===== src/rtl/sample_capture_ctrl.sv =====
// Capture sequencer for the folded FIR output stream.
// On arm it discards skip_len leading samples and then writes cap_len samples
// to the 1024x20 sample buffer, starting at address 0.
// The same registered RAM port is shared with a host readout path.
// A capture write always wins the port. A host read uses it only in a cycle
// when no write is due.
//
// Host read handshake: the host raises rd_req with a stable rd_addr and holds
// both until rd_ack. rd_ack is a one-cycle pulse, and rd_data is valid in that
// cycle. Only one read is in flight at a time. The host drops rd_req in the
// cycle after rd_ack; if rd_req is still high then, a new read is issued.
module sample_capture_ctrl #(
   parameter int DW  = 20,
   parameter int AW  = 10,
   parameter int SKW = 8
) (
   input  logic            clk,
   input  logic            rst,
   input  logic            arm,
   input  logic            abort,
   input  logic [AW:0]     cap_len,
   input  logic [SKW-1:0]  skip_len,
   input  logic            din_valid,
   input  logic [DW-1:0]   din,
   input  logic            rd_req,
   input  logic [AW-1:0]   rd_addr,
   output logic            rd_ack,
   output logic [DW-1:0]   rd_data,
   output logic            mem_we,
   output logic [AW-1:0]   mem_addr,
   output logic [DW-1:0]   mem_wdata,
   input  logic [DW-1:0]   mem_rdata,
   output logic            busy,
   output logic            done,
   output logic [AW:0]     wr_count
);

   typedef enum logic [1:0] {
      S_IDLE    = 2'd0,
      S_SKIP    = 2'd1,
      S_CAPTURE = 2'd2,
      S_DONE    = 2'd3
   } state_t;

   // Full buffer length; used when cap_len is 0 or larger than the buffer.
   localparam logic [AW:0] FULL_LEN = {1'b1, {AW{1'b0}}};

   state_t          state_q, state_d;
   logic [AW:0]     len_q, len_d;
   logic [SKW-1:0]  skip_cnt_q, skip_cnt_d;
   logic [AW-1:0]   wr_addr_q, wr_addr_d;
   logic [AW:0]     wr_count_q, wr_count_d;
   logic            mem_we_q, mem_we_d;
   logic [AW-1:0]   mem_addr_q, mem_addr_d;
   logic [DW-1:0]   mem_wdata_q, mem_wdata_d;
   logic            rd_p1_q, rd_p1_d;   // read address is on the RAM port
   logic            rd_p2_q, rd_p2_d;   // RAM data is valid on mem_rdata
   logic            rd_ack_q, rd_ack_d;
   logic [DW-1:0]   rd_data_q, rd_data_d;

   logic            write_due;
   logic            rd_inflight;
   logic            rd_issue;

   // An abort drops the sample in that cycle. A read may only take a cycle with no write due.
   assign write_due   = (state_q == S_CAPTURE) && din_valid && !abort;
   assign rd_inflight = rd_p1_q | rd_p2_q | rd_ack_q;
   assign rd_issue    = rd_req && !rd_inflight && !write_due;

   // Next state and capture counters; abort overrides everything, including arm
   always_comb begin
      state_d    = state_q;
      len_d      = len_q;
      skip_cnt_d = skip_cnt_q;
      wr_addr_d  = wr_addr_q;
      wr_count_d = wr_count_q;
      if (abort) begin
         state_d = S_IDLE;
      end else begin
         case (state_q)
            S_IDLE, S_DONE: begin
               if (arm) begin
                  len_d      = ((cap_len == '0) || (cap_len > FULL_LEN)) ? FULL_LEN : cap_len;
                  skip_cnt_d = skip_len;
                  wr_addr_d  = '0;
                  wr_count_d = '0;
                  state_d    = (skip_len != '0) ? S_SKIP : S_CAPTURE;
               end
            end
            S_SKIP: begin
               if (din_valid) begin
                  skip_cnt_d = skip_cnt_q - 1'b1;
                  if (skip_cnt_q == SKW'(1)) state_d = S_CAPTURE;
               end
            end
            S_CAPTURE: begin
               if (write_due) begin
                  wr_addr_d  = wr_addr_q + 1'b1;
                  wr_count_d = wr_count_q + 1'b1;
                  if (wr_count_d == len_q) state_d = S_DONE;
               end
            end
            default: state_d = S_IDLE;
         endcase
      end
   end

   // RAM port arbitration (write first) and the three-stage read return pipeline
   always_comb begin
      mem_we_d    = 1'b0;
      mem_addr_d  = mem_addr_q;
      mem_wdata_d = mem_wdata_q;
      if (write_due) begin
         mem_we_d    = 1'b1;
         mem_addr_d  = wr_addr_q;
         mem_wdata_d = din;
      end else if (rd_issue) begin
         mem_addr_d = rd_addr;
      end
      rd_p1_d   = rd_issue;
      rd_p2_d   = rd_p1_q;
      rd_ack_d  = rd_p2_q;
      rd_data_d = rd_p2_q ? mem_rdata : rd_data_q;
   end

   // State and datapath registers
   always_ff @(posedge clk or posedge rst) begin
      if (rst) begin
         state_q     <= S_IDLE;
         len_q       <= '0;
         skip_cnt_q  <= '0;
         wr_addr_q   <= '0;
         wr_count_q  <= '0;
         mem_we_q    <= 1'b0;
         mem_addr_q  <= '0;
         mem_wdata_q <= '0;
         rd_p1_q     <= 1'b0;
         rd_p2_q     <= 1'b0;
         rd_ack_q    <= 1'b0;
         rd_data_q   <= '0;
      end else begin
         state_q     <= state_d;
         len_q       <= len_d;
         skip_cnt_q  <= skip_cnt_d;
         wr_addr_q   <= wr_addr_d;
         wr_count_q  <= wr_count_d;
         mem_we_q    <= mem_we_d;
         mem_addr_q  <= mem_addr_d;
         mem_wdata_q <= mem_wdata_d;
         rd_p1_q     <= rd_p1_d;
         rd_p2_q     <= rd_p2_d;
         rd_ack_q    <= rd_ack_d;
         rd_data_q   <= rd_data_d;
      end
   end

   assign rd_ack    = rd_ack_q;
   assign rd_data   = rd_data_q;
   assign mem_we    = mem_we_q;
   assign mem_addr  = mem_addr_q;
   assign mem_wdata = mem_wdata_q;
   assign busy      = (state_q == S_SKIP) || (state_q == S_CAPTURE);
   assign done      = (state_q == S_DONE);
   assign wr_count  = wr_count_q;

endmodule


===== config.mk =====
export PLATFORM = sky130hd
export DESIGN_NAME = sample_capture_ctrl
export DESIGN_NICKNAME = d
export VERILOG_FILES = /design/src/rtl/sample_capture_ctrl.sv
export SDC_FILE = /design/constraint.sdc
export NUM_CORES = 1
export LEC_CHECK = 0
export CAP_MARGIN = 20
export CORE_ASPECT_RATIO = 1.75
export CORE_MARGIN = 1
export CORE_UTILIZATION = 52
export CTS_BUF_LIST = sky130_fd_sc_hd__clkbuf_2 sky130_fd_sc_hd__clkbuf_4 sky130_fd_sc_hd__clkbuf_8
export CTS_CLUSTER_SIZE = 24
export DETAILED_ROUTE_END_ITERATION = 12
export PLACE_DENSITY = 0.87
export SYNTH_ARGS = -nofsm -noshare
export SYNTH_HDL_FRONTEND = slang
export SYNTH_SLANG_ARGS = --single-unit

===== constraint.sdc =====
create_clock -name clk -period 7 [get_ports clk]
set_input_delay 1.4 -clock clk [delete_from_list [all_inputs] [get_ports clk]]
set_output_delay 1.4 -clock clk [all_outputs]
set_load 0.05 [all_outputs]

# --- After elaboration in Yosys (flattened, before gate mapping) ---
# Index checks and enable logic that the tools add are counted.
totals:
  reg_bits: 96
  word_cells: 73
classes:
  reduce_logical: 20
  order_cmp: 1
  muxes: 21
  n_bitwise: 3
  eq_ne: 13
  n_addsub: 3
op_table:
  columns: ["op", "count"]
  rows:
  - ["$mux W10", 4]
  - ["$mux W11", 3]
  - ["$pmux W11 S2", 1]
  - ["$pmux W10 S2", 1]
  - ["$mux W8", 2]
  - ["$pmux W8 S2", 1]
  - ["$mux W2", 7]
  - ["$ne A3 B3 Y1 const B", 4]
  - ["$add A11 B1 Y11 const B", 1]
  - ["$eq A11 B11 Y1", 1]
  - ["$gt A11 B11 Y1 const B", 1]
  - ["$logic_not A11 Y1", 1]
  - ["$add A10 B1 Y10 const B", 1]
  - ["$eq A8 B1 Y1 const B", 1]
  - ["$reduce_and A4 Y1", 2]
  - ["$reduce_bool A8 Y1", 1]
  - ["$sub A8 B1 Y8 const B", 1]
  - ["$ne A2 B2 Y1 const B", 3]
  - ["$pmux W2 S3", 1]
  - ["$reduce_bool A2 Y1", 3]
  - ["$reduce_and A5 Y1", 1]
  - ["$eq A2 B2 Y1 const B", 2]
  - ["$logic_and A1 B1 Y1", 4]
  - ["$logic_not A1 Y1", 3]
  - ["9 further kinds", 11]

# --- Logic depth before layout (Yosys ltp) ---
# Gate-level depths: netlist (run 1).
logic_depth:
  depth_word: 7
  mapped_depth: 9
  ltp_nobuf: 8

# --- Worst setup path after synthesis (run 1) ---
# Ideal clock, no wire load.
synth_path:
  kind: "in2reg"
  from: "input port arm"
  to: "register wr_count_q[9], in the netlist wr_count[9]"
  path_buffers: 1
  slack_ps: 4168
  arrival_time_ps: 2736
  cell_stages: 6
  path_cell_list: "nor2b_1 -> or4_1 -> clkbuf_1 -> inv_1 -> nand2_1 -> o31ai_1"
synth_between:
  elab_chain_len: 2
synth_rtl:
  columns: ["element", "line_no", "source"]
  rows:
  - ["from (decl)", "19", "input logic arm,"]
  - ["$ne A2 B2 Y1 (no line)", null, null]
  - ["$reduce_and A4 Y1 (no line)", null, null]
  - ["to (signal assigned)", "146", "wr_count_q <= wr_count_d;"]
  - ["to (decl)", "52", "logic [AW:0] wr_count_q, wr_count_d;"]
# Every way passes these cells.
# A chain may end at the register's enable or synchronous reset.

# --- Worst setup path in the final report (run 1) ---
layout_path:
  from: "register state_q[0]"
  to: "output port busy"
layout_between:
  elab_chain_len: 2
layout_rtl:
  columns: ["element", "line_no", "source"]
  rows:
  - ["from (decl)", "48", "state_t state_q, state_d;"]
  - ["from (signal assigned)", "142", "state_q <= state_d;"]
  - ["$eq A2 B1 Y1 or $eq A2 B2 Y1 (tied branches)", "162", "assign busy = (state_q == S_SKIP) || (state_q == S_CAPTURE);"]
  - ["$logic_or A1 B1 Y1 *", "162", null]
  - ["to (decl)", "33", "output logic busy,"]
# Mark *: on every way between the ends. The rest lies on a longest branch, timed or not.

==> metrics.txt, run 1 <==
critical path arrival 2150 ps; final core occ 72.9%; WP buf/inv 3; initial antenna violation count 0; Synth area leader dfrtp_1; DR WL met3 677 µm; Nets 686; Synth warnings 0; Post-Syn Instances 471; Tcrit/Tclk final 50.7%; VDD IR max 0.000175 V; CP delay by family, top buffers and inverters; max-cap violations 0; CP max FO 6; maximum clock path buffer count 2; startpoint types flip-flop; GRT overflow 0; EDFF count, synth 0; DR top layer met4; Synth async-reset ratio 100%; Slew @ Worst Pin 883 ps; endpoints failing hold 0; Comb power frac 53.0%; Clk Latency, worst-skew pair 360 ps; count leader, synth nand2_1; Pint 1.44 mW; post-synthesis cell area 4590 µm²; sequential power share 34.0%; Period minus WS final 3550 ps; status complete, no violations; drt initial violations 233; f_max 282 MHz; crit path cell chain inv_1 -> ha_1 -> inv_1 -> clkdlybuf4s50_1; FF+latch count, synth 96; TritonRoute pass-1 iters 4; total I/O pin count 140; slowest stage delay, CP 830 ps; Yosys cell types 42; core area 8610 µm²; hold path cells 0; Tot GR Track Use 25.4%; post-CTS setup buffers 0; worst rel slew slack 41.1%; Worst path depth 4; Synth top area share 52.3%; PortBufs 139; final setup TNS 0 ps; most common library cells after synthesis nand2_1 (104), dfrtp_1 (96), nor2_1 (27), o21ai_0 (27), mux2_2 (23); Hold Crit Class reg2reg; Setup Skew 10.2 ps; cell area after layout 6280 µm²; Crit Path Category reg2out; CTS tree yes; Psw 1.24 mW; Clock power frac 13.0%; clk slew on worst S/H paths 90 ps; Ant. Diodes 0; Seq/Total Area, Yosys 52.3%; Sw Ratio 46.2%; max-slew violation count 0; # setup viols final 0; share of cells above drive strength 1 7.88%; final wirelength 11400 µm; Post-Syn Nets 553; CP max stage cell clkdlybuf4s50_1; DR vias/cell 5.45; Initial Util 53.3%; Die Y 126 µm; CTS buffer count 9; predominant post-synthesis flop cell dfrtp_1; clock sinks 96; CP most frequent cell inv_1; # rows 45; PnR worst setup slack 3450 ps; H-Tree Depth 3; leakage 2.77 nW; DRC violations left 0; RSZ-0062 raised after global routing no; Detail Placement HPWL 8630 µm; post-route ant nets 0; via count 3960; Final Wtd Congestion 0.899; width of the die 73.1 µm; flop-to-flop setup slack 3930 ps; largest net degree at the start of global routing 52; Root Driver clkbuf_8; Syn Area/Cell 9.75 µm²; worst slack, placed 3140 ps; post-cts sizing count 0; CP endpoint kind primary output; M1 wire length 4330 µm; Worst Path Required 5600 ps; placed inst area 6090 µm²; full die area 9230 µm²; met2 wire len 6000 µm; Area Growth Syn to Fin 36.7%; R2R cell count 7; first-pass GRT wire length 18000 µm; power density cells 426 nW/µm²; wire per inst 15.7 µm; ranking of synthesized cells by area dfrtp_1 (52%), nand2_1 (8.5%), mux2_2 (5.6%); vias in the first global route 3824; hold_buf cts 0
-- per-stage QoR --
step                cells  hold slack, ps  power (mW)
finish                726             426        2.68
global placement      710             376        2.28
CTS                   726             427        2.69
global route          726             435        2.83
detailed placement    710             404        2.35
floorplan             471             355        1.87
-- final timing paths --
kind | from | to
max | state_q[0] | busy
min | rd_p1_q | rd_ack_d
max reg2reg | state_q[0] | wr_count[9]
min in group asynchronous | rst | mem_wdata[13]
max in group asynchronous | rst | rd_data[3]
min reg2reg | rd_p1_q | rd_ack_d
-- power by group through the flow --
| stage | sequential (mW) | clock, mW | combinational [mW] |
|---|---|---|---|
| final | 0.910 | 0.348 | 1.42 |
| after global routing | 0.932 | 0.377 | 1.52 |
| after CTS | 0.910 | 0.355 | 1.43 |
| after detailed placement | 0.921 | 0 | 1.43 |
| after global placement | 0.899 | 0 | 1.38 |
| after floorplan | 1.36 | 0 | 0.504 |
-- kinds of logic after synthesis --
kind of cell | synth area share [%]
adder cells (fa/ha/maj) | 1.91
buffers and inverters | 2.67
multiplexers | 8.25
AO/OA/AOI/OAI | 11.3
AND/OR/NAND/NOR | 20.4
XOR/XNOR | 3.24
flip-flops | 52.3
-- cell type report --
type | count | area (µm²)
inverter | 11 | 42.5
timing repair buffer | 143 | 1420
multi-input combinational | 343 | 2080
clock inverter | 4 | 26.3
clock buffer | 12 | 165
sequential | 96 | 2400
fill | 623 | 2330
tap | 117 | 146
-- cell usage in the layout, fill, tap and decap left out, types with 2 or more instances in the layout --
cell type,instances
nor3b_1,3
o31ai_1,6
buf_4,4
nor2b_1,8
a22o_1,8
mux2i_1,12
nor2_1,27
nor3_1,11
nand3b_1,2
o22ai_1,6
or4_1,3
or3_1,2
ha_1,7
and4_1,2
nor4_1,4
nand2b_1,11
xor2_1,10
and3_1,4
o21ai_0,27
nand2_1,104
clkbuf_8,12
clkinv_2,3
a21oi_1,20
dfrtp_1,96
xnor2_1,7
nand3_1,17
a21o_1,4
clkdlybuf4s50_1,139
o211ai_1,3
mux2_2,23
inv_1,10
-- registers in the layout, indices dropped and copies added (netlist names) --
register	cells
skip_cnt_q	8
rd_ack	1
mem_wdata	20
wr_count	11
rd_ack_d	1
rd_p1_q	1
len_q	11
state_q	2
mem_addr	10
wr_addr_q	10
mem_we	1
rd_data	20
-- per-layer routing --
layer | global-route usage (%) | vias up
met5 | 0 | -
met4 | 13.3 | 0
met3 | 4.45 | 32
met2 | 44.7 | 156
met1 | 28.6 | 1873
li1 | - | 1899
-- worst reg2reg max path, cell delays in order, from the launching register on --
cell and delay, ps:
dfrtp_1 430, inv_1 80, ha_1 620, nor2_1 150
or4_1 780, inv_1 320, nand2_1 250, o31ai_1 340
(Power assumes the default switching activity.)
==> inputs of run 2 (changes only) <==
--- a/config.mk
+++ b/config.mk
@@ -8,11 +8,11 @@
 export CAP_MARGIN = 20
 export CORE_ASPECT_RATIO = 1.75
 export CORE_MARGIN = 1
-export CORE_UTILIZATION = 52
+export CORE_UTILIZATION = 44
 export CTS_BUF_LIST = sky130_fd_sc_hd__clkbuf_2 sky130_fd_sc_hd__clkbuf_4 sky130_fd_sc_hd__clkbuf_8
 export CTS_CLUSTER_SIZE = 24
 export DETAILED_ROUTE_END_ITERATION = 12
-export PLACE_DENSITY = 0.87
+export PLACE_DENSITY = 0.79
 export SYNTH_ARGS = -nofsm -noshare
 export SYNTH_HDL_FRONTEND = slang
 export SYNTH_SLANG_ARGS = --single-unit
==> constraint.sdc (replaced) <==
create_clock -name clk -period 3.1 [get_ports clk]
set_input_delay 0.62 -clock clk [delete_from_list [all_inputs] [get_ports clk]]
set_output_delay 0.62 -clock clk [all_outputs]
set_load 0.05 [all_outputs]
==> metrics.txt, run 2 (synthesis results as in run 1) <==
status complete, no violations; CTS buffer count 9; Crit Path Category reg2out; leakage 2.81 nW; CP max stage cell clkdlybuf4s50_1; via count 3906; PortBufs 139; TritonRoute pass-1 iters 4; PnR Total Power 6.17 mW; WP buf/inv 3; endpoints failing hold 0; final core occ 62.2%; Final Wtd Congestion 0.809; hold_buf cts 0; RR Startpoint wr_count[0]; DR vias/cell 5.28; CP delay by family, top buffers and inverters; Die Y 137 µm; post-cts sizing count 0; post-route ant nets 0; commonest non-fill, non-tap cell in the layout clkdlybuf4s50_1; VDD IR max 0.000642 V; critical path startpoint state_q[0]; full die area 10900 µm²; first-pass GRT wire length 17400 µm; CP Capture Point busy; share of cells above drive strength 1 8.48%; Nets 690; largest net degree at the start of global routing 40; Clk Latency, worst-skew pair 370 ps; CP most frequent cell inv_1; DRC violations left 0; CTS tree yes; CP endpoint kind primary output; Period minus WS final 2720 ps; RSZ-0062 raised after global routing no; max-cap violations 0; clk slew on worst S/H paths 100 ps; R2R Path End state_q[1]; Initial Util 44.9%; R2R cell count 7; GRT overflow 0; most frequent cells in the layout clkdlybuf4s50_1 (139), nand2_1 (104), dfrtp_1 (96), o21ai_0 (27), nor2_1 (27); power density cells 968 nW/µm²; flop-to-flop setup slack 500 ps; wire per inst 14.9 µm; worst slack, placed 394 ps; width of the die 79.2 µm; maximum clock path buffer count 2; post-CTS setup buffers 0; initial antenna violation count 0; Slew @ Worst Pin 916 ps; startpoint types flip-flop; max-slew violation count 0; total I/O pin count 140; # setup viols final 0; Ant. Diodes 0; final wirelength 11000 µm; final setup TNS 0 ps; crit path cell chain inv_1 -> ha_1 -> inv_1 -> clkdlybuf4s50_1; Worst path depth 4; drt initial violations 129; Worst Path Required 2480 ps; worst rel slew slack 38.9%; critical path arrival 2100 ps; fill count 830; CP max FO 6; Hold Crit Class reg2reg; Detail Placement HPWL 8500 µm; Area Growth Syn to Fin 38.6%; f_max 368 MHz; Tot GR Track Use 20.9%; slowest stage delay, CP 800 ps; PnR worst setup slack 380 ps; Root Driver clkbuf_8; vias in the first global route 3727; H-Tree Depth 3; # rows 49; Tcrit/Tclk final 87.7%; Setup Skew 11.0 ps; clock sinks 96; core area 10200 µm²
[run 2: cell types whose count changed in the layout (fill, tap and decap cells not counted), sizes merged]
cell    change
buf         +4
bufinv      +2
clkbuf      -2
clkinv      -1
inv         +1
[run 2: worst min-delay path by stage]
stage / to / startpoint / slack, ps / cells past startpoint
floorplan: rd_ack_d / rd_p1_q / 350 / 0
finish: rd_ack_d / rd_p1_q / 410 / 0
global route: rd_ack_d / rd_p1_q / 420 / 0
detailed placement: rd_ack_d / rd_p1_q / 390 / 0
CTS: rd_ack_d / rd_p1_q / 410 / 0
global placement: rd_ack_d / rd_p1_q / 380 / 0
[run 2: cell type report]
| class | count | area, µm² | share of cell area [%] |
|---|---|---|---|
| flip-flops and latches | 96 | 2400 | 37.7 |
| repair buffers | 147 | 1460 | 23.0 |
| clock buffers | 10 | 131 | 2.06 |
| well taps | 127 | 159 | 2.50 |
| multi-input cells | 343 | 2080 | 32.6 |
| inverters | 11 | 45.0 | 0.707 |
| clock inverters | 6 | 91.3 | 1.43 |
[run 2: report_power, final]
group	switching [mW]	internal (mW)	total, mW
clock network	0.452	0.470	0.922
registers	0.343	1.70	2.05
logic	1.99	1.20	3.20
[run 2: worst reg2reg max path, cell delays in order, from the launching register on]
cell and delay [ps]:
dfrtp_1 470, ha_1 310, and3_1 240, nand2_1 200, mux2_2 370, a211o_1 290
a31oi_1 260, mux2_2 370
[run 2: metrics by stage]
stage / std cells / hold WS (ps) / cell area, µm²
6_report: 740 / 409 / 6370
5_1_grt: 740 / 422 / 6370
4_1_cts: 740 / 409 / 6370
3_5_place_dp: 724 / 394 / 6150
3_3_place_gp: 724 / 377 / 6150
2_1_floorplan: 471 / 355 / 4600
[run 2: layer usage]
layer  vias to the layer above  GRT usage, %  wire [µm]  share of wire (%)
met1                      1860          21.7       4170                 38
met5                         -             0          0                  0
met4                         0          8.38        235                2.1
li1                       1901             -          -                  -
met2                       128          39.8       6030                 55
met3                        17          4.30        561                5.1
